File: config.mk
export PLATFORM = sky130hd
export DESIGN_NAME = if_id_multi_reg_flat
export DESIGN_NICKNAME = d
export VERILOG_FILES = /design/src/rtl/if_id_multi_reg_pkg.sv /design/src/rtl/if_id_multi_reg_if.sv /design/src/rtl/if_id_slot_shift.sv /design/src/rtl/if_id_multi_reg.sv /design/src/flat_wrapper.sv
export SDC_FILE = /design/constraint.sdc
export NUM_CORES = 1
export LEC_CHECK = 0
export CORE_MARGIN = 8
export CORE_UTILIZATION = 48
export DETAILED_ROUTE_END_ITERATION = 10
export PLACE_DENSITY = 0.87
export SYNTH_ARGS = -nofsm -noshare
export SYNTH_HDL_FRONTEND = slang
export SYNTH_HIERARCHICAL = 1
export SYNTH_SLANG_ARGS = --single-unit
File: constraint.sdc
create_clock -name clk -period 2.6 [get_ports clk]
set_input_delay 0.26 -clock clk [delete_from_list [all_inputs] [get_ports clk]]
set_output_delay 0.26 -clock clk [all_outputs]
set_load 0.05 [all_outputs]
File: src/rtl/if_id_multi_reg_pkg.sv
// Shared core definitions: NOP encoding, default widths, slot counting helper.
// Latency: none (package only).
// Backpressure: not applicable.
package core_pkg;

  localparam int MAX_LANES   = 4;
  localparam int DEF_LANES   = 2;
  localparam int DEF_PC_W    = 6;
  localparam int DEF_INSTR_W = 32;

  // Zero instruction doubles as the pipeline bubble.
  localparam logic [31:0] NOP_INSTR = 32'h0;

  // Number of occupied slots in a prefix-shaped valid vector (leading run of ones).
  function automatic logic [2:0] popcount_prefix(input logic [MAX_LANES-1:0] v);
    logic [2:0] cnt;
    logic       run;
    cnt = 3'd0;
    run = 1'b1;
    for (int i = 0; i < MAX_LANES; i++) begin
      if (run && v[i]) begin
        cnt = cnt + 3'd1;
      end else begin
        run = 1'b0;
      end
    end
    return cnt;
  endfunction

endpackage

File: src/rtl/if_id_multi_reg_if.sv
// Fetch/decode bus for the multi-slot IF/ID register.
// Latency: none (wires only).
// Backpressure: acceptF low tells fetch to hold its group; issueD reports decode consumption.
interface if_id_multi_reg_if #(
  parameter int LANES   = 2,
  parameter int INSTR_W = 32,
  parameter int PC_W    = 6,
  parameter int CNT_W   = 16
);
  localparam int IW = $clog2(LANES + 1);

  logic [LANES*INSTR_W-1:0] instructionF;
  logic [LANES*PC_W-1:0]    pcF;
  logic [LANES*PC_W-1:0]    pcPlus1F;
  logic [LANES-1:0]         validF;
  logic [IW-1:0]            issueD;
  logic                     stall;
  logic                     flush;

  logic [LANES*INSTR_W-1:0] instructionD;
  logic [LANES*PC_W-1:0]    pcD;
  logic [LANES*PC_W-1:0]    pcPlus1D;
  logic [LANES-1:0]         validD;
  logic                     acceptF;
  logic [CNT_W-1:0]         splitCount;

  // Fetch/decode/hazard side.
  modport master (
    output instructionF, pcF, pcPlus1F, validF, issueD, stall, flush,
    input  instructionD, pcD, pcPlus1D, validD, acceptF, splitCount
  );

  // Pipeline register side.
  modport slave (
    input  instructionF, pcF, pcPlus1F, validF, issueD, stall, flush,
    output instructionD, pcD, pcPlus1D, validD, acceptF, splitCount
  );
endinterface

File: src/rtl/if_id_slot_shift.sv
// Compaction mux: drops the first eff slots and moves the remainder down to slot 0.
// Latency: combinational.
// Backpressure: none; vacated upper slots are filled with invalid zero bubbles.
module if_id_slot_shift import core_pkg::*; #(
  parameter int LANES   = DEF_LANES,
  parameter int INSTR_W = DEF_INSTR_W,
  parameter int PC_W    = DEF_PC_W,
  parameter int IW      = $clog2(LANES + 1)
) (
  input  logic [IW-1:0]            eff,
  input  logic [LANES*INSTR_W-1:0] instr_in,
  input  logic [LANES*PC_W-1:0]    pc_in,
  input  logic [LANES*PC_W-1:0]    pcp1_in,
  input  logic [LANES-1:0]         valid_in,
  output logic [LANES*INSTR_W-1:0] instr_out,
  output logic [LANES*PC_W-1:0]    pc_out,
  output logic [LANES*PC_W-1:0]    pcp1_out,
  output logic [LANES-1:0]         valid_out
);

  // Slot j takes slot j+eff; sources past the top leave the zero default in place.
  always_comb begin
    instr_out = {LANES{INSTR_W'(NOP_INSTR)}};
    pc_out    = '0;
    pcp1_out  = '0;
    valid_out = '0;
    for (int j = 0; j < LANES; j++) begin
      for (int k = 0; k < LANES; k++) begin
        if (k == j + int'(eff)) begin
          instr_out[j*INSTR_W +: INSTR_W] = instr_in[k*INSTR_W +: INSTR_W];
          pc_out[j*PC_W +: PC_W]          = pc_in[k*PC_W +: PC_W];
          pcp1_out[j*PC_W +: PC_W]        = pcp1_in[k*PC_W +: PC_W];
          valid_out[j]                    = valid_in[k];
        end
      end
    end
  end

endmodule

File: src/rtl/if_id_multi_reg.sv
// Multi-slot IF/ID pipeline register with partial issue (leftover slots shift down).
// Latency: 1 cycle from the accepting edge to the D outputs.
// Backpressure: acceptF drops while unissued slots remain, on stall, flush or reset.
module if_id_multi_reg import core_pkg::*; #(
  parameter int LANES   = DEF_LANES,
  parameter int INSTR_W = DEF_INSTR_W,
  parameter int PC_W    = DEF_PC_W,
  parameter int CNT_W   = 16
) (
  input  logic clk,
  input  logic reset,
  if_id_multi_reg_if.slave bus
);

  localparam int IW = $clog2(LANES + 1);

  logic [LANES*INSTR_W-1:0] instr_q, instr_load, instr_shift;
  logic [LANES*PC_W-1:0]    pc_q, pc_load, pc_shift;
  logic [LANES*PC_W-1:0]    pcp1_q, pcp1_load, pcp1_shift;
  logic [LANES-1:0]         valid_q, valid_load, valid_shift;
  logic [CNT_W-1:0]         split_q;
  logic [IW-1:0]            vcnt, eff, rem;
  logic                     accept;

  // Occupancy, clamped issue count and leftover count.
  always_comb begin
    vcnt   = IW'(popcount_prefix(MAX_LANES'(valid_q)));
    eff    = (bus.issueD > vcnt) ? vcnt : bus.issueD;
    rem    = vcnt - eff;
    accept = ~reset & ~bus.flush & ~bus.stall & (rem == '0);
  end

  // Fetch group with invalid slots forced to zero bubbles.
  always_comb begin
    instr_load = {LANES{INSTR_W'(NOP_INSTR)}};
    pc_load    = '0;
    pcp1_load  = '0;
    valid_load = bus.validF;
    for (int i = 0; i < LANES; i++) begin
      if (bus.validF[i]) begin
        instr_load[i*INSTR_W +: INSTR_W] = bus.instructionF[i*INSTR_W +: INSTR_W];
        pc_load[i*PC_W +: PC_W]          = bus.pcF[i*PC_W +: PC_W];
        pcp1_load[i*PC_W +: PC_W]        = bus.pcPlus1F[i*PC_W +: PC_W];
      end
    end
  end

  if_id_slot_shift #(
    .LANES   (LANES),
    .INSTR_W (INSTR_W),
    .PC_W    (PC_W),
    .IW      (IW)
  ) u_shift (
    .eff       (eff),
    .instr_in  (instr_q),
    .pc_in     (pc_q),
    .pcp1_in   (pcp1_q),
    .valid_in  (valid_q),
    .instr_out (instr_shift),
    .pc_out    (pc_shift),
    .pcp1_out  (pcp1_shift),
    .valid_out (valid_shift)
  );

  // Slot registers and split counter: reset > flush > stall > load/shift.
  always_ff @(posedge clk) begin
    if (reset) begin
      instr_q <= '0;
      pc_q    <= '0;
      pcp1_q  <= '0;
      valid_q <= '0;
      split_q <= '0;
    end else if (bus.flush) begin
      instr_q <= '0;
      pc_q    <= '0;
      pcp1_q  <= '0;
      valid_q <= '0;
    end else if (!bus.stall) begin
      if (rem == '0) begin
        instr_q <= instr_load;
        pc_q    <= pc_load;
        pcp1_q  <= pcp1_load;
        valid_q <= valid_load;
      end else begin
        // With eff == 0 the shifter returns the current contents unchanged.
        instr_q <= instr_shift;
        pc_q    <= pc_shift;
        pcp1_q  <= pcp1_shift;
        valid_q <= valid_shift;
        if ((eff != '0) && (split_q != '1)) begin
          split_q <= split_q + CNT_W'(1);
        end
      end
    end
  end

  assign bus.instructionD = instr_q;
  assign bus.pcD          = pc_q;
  assign bus.pcPlus1D     = pcp1_q;
  assign bus.validD       = valid_q;
  assign bus.acceptF      = accept;
  assign bus.splitCount   = split_q;

endmodule

File: src/flat_wrapper.sv
// flat-port wrapper written by rule: the top's interface ports become plain ports
module if_id_multi_reg_flat import core_pkg::*;
#(
  parameter int LANES   = DEF_LANES,
  parameter int INSTR_W = DEF_INSTR_W,
  parameter int PC_W    = DEF_PC_W,
  parameter int CNT_W   = 16
)
  (clk, reset, bus_instructionF, bus_pcF, bus_pcPlus1F, bus_validF, bus_issueD, bus_stall, bus_flush, bus_instructionD, bus_pcD, bus_pcPlus1D, bus_validD, bus_acceptF, bus_splitCount);
  if_id_multi_reg_if #(.LANES(LANES), .INSTR_W(INSTR_W), .PC_W(PC_W), .CNT_W(CNT_W)) bus_i ();
  input  logic clk;
  input  logic reset;
  input wire logic [$bits(bus_i.instructionF)-1:0] bus_instructionF;
  input wire logic [$bits(bus_i.pcF)-1:0] bus_pcF;
  input wire logic [$bits(bus_i.pcPlus1F)-1:0] bus_pcPlus1F;
  input wire logic [$bits(bus_i.validF)-1:0] bus_validF;
  input wire logic [$bits(bus_i.issueD)-1:0] bus_issueD;
  input wire logic [$bits(bus_i.stall)-1:0] bus_stall;
  input wire logic [$bits(bus_i.flush)-1:0] bus_flush;
  output wire logic [$bits(bus_i.instructionD)-1:0] bus_instructionD;
  output wire logic [$bits(bus_i.pcD)-1:0] bus_pcD;
  output wire logic [$bits(bus_i.pcPlus1D)-1:0] bus_pcPlus1D;
  output wire logic [$bits(bus_i.validD)-1:0] bus_validD;
  output wire logic [$bits(bus_i.acceptF)-1:0] bus_acceptF;
  output wire logic [$bits(bus_i.splitCount)-1:0] bus_splitCount;
  assign bus_i.instructionF = bus_instructionF;
  assign bus_i.pcF = bus_pcF;
  assign bus_i.pcPlus1F = bus_pcPlus1F;
  assign bus_i.validF = bus_validF;
  assign bus_i.issueD = bus_issueD;
  assign bus_i.stall = bus_stall;
  assign bus_i.flush = bus_flush;
  assign bus_instructionD = bus_i.instructionD;
  assign bus_pcD = bus_i.pcD;
  assign bus_pcPlus1D = bus_i.pcPlus1D;
  assign bus_validD = bus_i.validD;
  assign bus_acceptF = bus_i.acceptF;
  assign bus_splitCount = bus_i.splitCount;
  if_id_multi_reg #(.LANES(LANES), .INSTR_W(INSTR_W), .PC_W(PC_W), .CNT_W(CNT_W)) u_core (.clk(clk), .reset(reset), .bus(bus_i));
endmodule
# [Word-level counts from Yosys, hierarchy flattened]
# Cells that the tools add are included.
[op_classes] eq_ne=5 order_cmp=1 reduce_logical=10 n_mux=29 n_addsub=4 bitwise=7
[op_table] cell="32-bit two-way mux" n=6
[op_table] cell="6-bit two-way mux" n=11
[op_table] cell="32-bit zero test" n=2
[op_table] cell="64-bit two-way mux" n=1
[op_table] cell="12-bit two-way mux" n=2
[op_table] cell="16-bit by 1-bit adder with 16-bit output (second input constant)" n=1
[op_table] cell="16-bit != test (second input constant)" n=1
[op_table] cell="1-bit two-way mux" n=6
[op_table] cell="2-bit two-way mux" n=3
[op_table] cell="1-bit inverter" n=4
[op_table] cell="2-bit AND reduction" n=2
[op_table] cell="4-bit AND reduction" n=1
[op_table] cell="1-bit by 2-bit adder with 3-bit output (first input constant)" n=1
[op_table] cell="1-bit AND" n=3
[op_table] cell="1-bit by 3-bit == test with 1-bit output (first input constant)" n=1
[op_table] cell="3-bit by 1-bit != test with 1-bit output (second input constant)" n=1
[op_table] cell="2-bit by 1-bit adder with 2-bit output (second input constant)" n=1
[op_table] cell="2-bit == test (first input constant)" n=1
[op_table] cell="2-bit greater-than comparator" n=1
[op_table] cell="1-bit logical AND" n=2
[op_table] cell="2-bit zero test" n=1
[op_table] cell="2-bit by 1-bit != test with 1-bit output (second input constant)" n=1
[op_table] cell="2-bit nonzero test" n=1
[op_table] cell="2-bit OR reduction" n=1
[op_table] cell="2-bit subtractor" n=1
[word_totals] inputBits=96 wordCells=65 out_inout_bits=107 ff_bits=106

# [Depth between registers and ports, before layout]
[depth] depth_word=10 ltp_mapped=13 ltp_nobuf=12

# [Cells and area by module]
# Netlist, hierarchy kept.
[modules_own_cells] mod="if_id_multi_reg" area_per_inst_um2=5442.7 seq_area_each_um2=2122.0 instances=1 cells_each=721
[modules_own_cells] mod="if_id_slot_shift" area_per_inst_um2=1088.5 seq_area_each_um2=0.0 instances=1 cells_each=150

# [Worst setup path before layout]
# OpenSTA, ideal clock, no wires.
[synth_timing] kind="reg-to-output" startpoint="register u_core.valid_q[1] (netlist: u_core/bus.validD[1])" endpoint="output bus_acceptF" t_required_ps=2340 slack_ps=-811 stages_incl_launch_ff=11 arrival_time_ps=3151 path_cell_list="dfxtp_1 nor2b_4 buf_6 ha_1 and2b_1 a2bb2oi_2 o21bai_1 buf_2 buf_2 buf_2 nor3_1"
[synth_between] elab_chain_cells=7
[synth_rtl] element="start, declared" line="if_id_multi_reg.sv:20" source="logic [LANES-1:0] valid_q, valid_load, valid_shift;"
[synth_rtl] element="start signal, assigned" line="if_id_multi_reg.sv:83" source="valid_q <= valid_load;"
[synth_rtl] element="start signal, assigned" line="if_id_multi_reg.sv:89" source="valid_q <= valid_shift;"
[synth_rtl] element="1-bit logical AND *" line="if_id_multi_reg_pkg.sv:21" source="if (run && v[i]) begin"
[synth_rtl] element="2-bit two-way mux *" line="if_id_multi_reg_pkg.sv:21"
[synth_rtl] element="2-bit greater-than comparator" line="if_id_multi_reg.sv:28" source="eff = (bus.issueD > vcnt) ? vcnt : bus.issueD;"
[synth_rtl] element="2-bit two-way mux" line="if_id_multi_reg.sv:28"
[synth_rtl] element="2-bit subtractor *" line="if_id_multi_reg.sv:29" source="rem = vcnt - eff;"
[synth_rtl] element="2-bit zero test *" line="if_id_multi_reg.sv:30" source="accept = ~reset & ~bus.flush & ~bus.stall & (rem == '0);"
[synth_rtl] element="1-bit AND *" line="if_id_multi_reg.sv:30"
[synth_rtl] element="end, declared" line="flat_wrapper.sv:24" source="output wire logic [$bits(bus_i.acceptF)-1:0] bus_acceptF;"
# Every way passes the cells marked *; elsewhere a longest branch is shown, timed or not.

# [Worst setup path in the final report]
# Ends and elaborated chain as after synthesis.

==> flow_metrics.env <==
export IMPL_p_clk_share_pct=32.9
export IMPL_grt_pass1_wl_um=33100
export IMPL_fmax_ghz=0.399
export IMPL_cts_sinks=106
export IMPL_cts_root_buffer="clkbuf_16"
export IMPL_start_util_pct=49.3
export IMPL_dp_hpwl_um=14300
export IMPL_num_vias=6719
export IMPL_powerDensity_nw_per_um2=465
export IMPL_mostFrequentLayoutCell="clkdlybuf4s50_1"
export IMPL_cpMostUsedCell="buf_12"
export IMPL_internal_power_w=0.00298
export IMPL_h_tree_depth=3
export IMPL_cp_max_fo=15
export IMPL_die_w_um=133
export IMPL_dp_slack_ps=-268
export IMPL_viasPerCell=5.44
export IMPL_cp_arrival_ps=2250
export IMPL_drt_pass1_iter_count=5
export IMPL_fill_cells=1100
export IMPL_finalNonFillerCells=1234
export IMPL_synth_top_area_share_pct=32.5
export IMPL_rows=42
export IMPL_synth_top_flop_cell="dfxtp_1"
export IMPL_place_congestion=0.830
export IMPL_yosysWarnings=6
export IMPL_slowest_stage="dfxtp_4"
export IMPL_synthesis_area_um2=6530
export IMPL_dieArea_um2=17600
export IMPL_place_inst=1216
export IMPL_cpPeakStageDelay_ps=400
export IMPL_synthArstFlopShare_pct=0
export IMPL_synth_cell_types=36
export IMPL_worstSetupEndpointType="primary output"
export IMPL_grt_max_degree=180
export IMPL_power_leakage_nw=3.65
export IMPL_grt_overflow_total=0
export IMPL_min_to="u_core/bus.splitCount[15]$_SDFFE_PP0P_"
export IMPL_grt_setup_unrepaired="false"
export IMPL_p_sw_share_pct=31.2
export IMPL_synth_top_area_cell="dfxtp_1"
export IMPL_cts_buffers=9
export IMPL_maxCapViolations=0
export IMPL_holdBufCountCts=0
export IMPL_seqPwrFrac_pct=39.9
export IMPL_reg2reg_from="u_core/bus.validD[1]$_SDFFE_PP0N_"
export IMPL_synth_nets=972
export IMPL_hold_violations=0
export IMPL_syn_area_per_cell_um2=7.50
export IMPL_wl_per_cell_um=16.6
export IMPL_r2r_setup_slack_ps=120
export IMPL_core_area_um2=13200
export IMPL_holdCritPathClass="reg -> reg"
export IMPL_dr_first_iter_drc_count=596
export IMPL_clk_path_buf_depth=2
export IMPL_io_pins=203
export IMPL_synth_edff_count=0
export IMPL_startpoint_type="register"
export IMPL_syn_inst=871
export IMPL_ant_nets=0
export IMPL_clk_pin_slew_ps=70
export IMPL_clk_latency_ps=350
export IMPL_finClkSkew_ps=9.86
export IMPL_min_path_cells=2
export IMPL_yosysSeqAreaShare_pct=32.5
export IMPL_layout_common_cells="clkdlybuf4s50_1, nor2_1, dfxtp_1"
export IMPL_hp_start="u_core/bus.splitCount[15]$_SDFFE_PP0P_"
export IMPL_worstPathCellList="nand2_2 -> inv_2 -> ha_4 -> and2b_2 -> a2bb2oi_4 -> buf_6 -> o21bai_4 -> buf_12 -> nor3_4 -> buf_12"
export IMPL_setup_viol=0
export IMPL_final_nets=1154
export IMPL_antenna_cells=0
export IMPL_p_comb_share_pct=27.3
export IMPL_io_buffers=202
export IMPL_ys_ff_latch=106
export IMPL_drive_gt1_share_pct=8.98
export IMPL_drcViolationCount=0
export IMPL_critPathKind="reg -> out"
export IMPL_final_core_util_pct=70.5
export IMPL_synth_top_cells_by_area="dfxtp_1, a211oi_1, nor2b_1, nor2_1, mux2i_1"
export IMPL_vdd_drop_max_mv=0.340
export IMPL_cts_tree="done"
export IMPL_worst_slack_ps=94.5
export IMPL_p_switching_w=0.00135
export IMPL_grtUsageTotal_pct=22.5
export IMPL_maxSlewHeadroom_pct=37.9
export IMPL_syn_to_final_growth_pct=42.9
export IMPL_status="completed"
export IMPL_post_route_period_util_pct=96.4
export IMPL_reg2reg_depth=11
export IMPL_antenna_found_initial=1
export IMPL_setup_tns_ps=0
export IMPL_tightest_slew_ps=932
export IMPL_drt_wl_total_um=20500
export IMPL_slew_viol_final=0
export IMPL_cp_required_ps=2340
export IMPL_layout_min_cycle_time_ps=2510
export IMPL_grt_pass1_vias=6326
export IMPL_r2r_end="u_core/bus.splitCount[6]$_SDFFE_PP0P_"
export IMPL_fp_dieH_um=133
per-stage QoR:
stage	area [um2]	hold slack, ps	power [W]
after floorplan	6550	580	0.00246
after global placement	8940	486	0.00290
after detailed placement	8940	486	0.00292
after CTS	9320	499	0.00435
after global routing	9330	537	0.00451
final	9330	501	0.00434
cell type report:
class                           instances  area (um2)  area share, %
Sequential cell                       106        2130           22.8
Inverter                                5        18.8          0.201
Tap cell                              176         220           2.36
Clock inverter                          6        72.6          0.778
Clock buffer                           10         229           2.45
Multi-Input combinational cell        677        4000           42.8
Timing Repair Buffer                  254        2670           28.6
critical path, delay by kind of cell (launching register included):
| family | cells | cell delay, ps |
|---|---|---|
| DFF | 1 | 400 |
| and+or+nand+nor | 3 | 330 |
| adders and majority gates | 1 | 210 |
| buffers and inverters | 4 | 570 |
| AOI/OAI and AO/OA | 2 | 390 |
kinds of logic (layout without fill, tap and decap cells):
logic type / count (synthesis) / in the layout / synth area share, %
muxes: 52 / 52 / 8.07
buffers and inverters: 88 / 275 / 7.53
xor gates and xnor gates: 1 / 1 / 0.134
and+or+nand+nor: 497 / 497 / 37.3
DFF: 106 / 106 / 32.5
adders and majority gates: 5 / 5 / 0.958
AOI/OAI and AO/OA: 122 / 122 / 13.5
flip-flops by register name, indices dropped and copies added, names as in the netlist:
name	count
u_core/bus.pcPlus1D	12
u_core/bus.instructionD	64
u_core/bus.pcD	12
u_core/bus.splitCount	16
u_core/bus.validD	2
cells in the mapped netlist (all sizes together), types with 11 or more instances:
cell type	instances
nor2	141
buf	37
clkbuf	46
and2	45
nor3	91
a211oi	89
a21oi	14
nor2b	92
nand2	92
dfxtp	106
nand3	12
or4	11
o31ai	11
mux2i	47
layer usage:
metal / track usage, % / up-vias / part of all wire [%]
met2: 35.2 / 220 / 46
li1: - / 3338 / -
met3: 5.68 / 29 / 6.8
met4: 8.01 / 2 / 2.0
met1: 29.3 / 3130 / 45
met5: 0 / - / 0.063
worst max path at each step:
stage | from | end | slack (ps) | cells past startpoint
3_3_place_gp | bus_issueD[1] | u_core/bus.instructionD[14]$_SDFFE_PP0N_ | -150 | 13
3_5_place_dp | bus_issueD[0] | u_core/bus.instructionD[27]$_SDFFE_PP0N_ | -270 | 13
6_report | u_core/bus.validD[1]$_SDFFE_PP0N_ | bus_acceptF | 90 | 10
5_1_grt | u_core/bus.validD[1]$_SDFFE_PP0N_ | bus_acceptF | 4 | 10
2_1_floorplan | u_core/bus.validD[1]$_SDFFE_PP0N_ | bus_acceptF | 10 | 10
4_1_cts | u_core/bus.validD[1]$_SDFFE_PP0N_ | bus_acceptF | 30 | 11
power by group through the flow:
stage | Sequential [W] | Combinational [W] | Clock [W]
2_1_floorplan | 0.00194 | 0.000523 | 0
3_3_place_gp | 0.00176 | 0.00114 | 0
3_5_place_dp | 0.00177 | 0.00116 | 0
4_1_cts | 0.00173 | 0.00118 | 0.00144
5_1_grt | 0.00174 | 0.00127 | 0.00151
6_report | 0.00173 | 0.00118 | 0.00143
repair_timing:
| item | CTS | global route |
|---|---|---|
| resized for setup | 5 | 7 |
| pin swaps | 1 | 3 |
| endpoints found under the setup margin | 1 | 34 |
| buffers inserted | 2 | 0 |
| gates cloned | 1 | 0 |
Power figures use the tool's default switching activity.
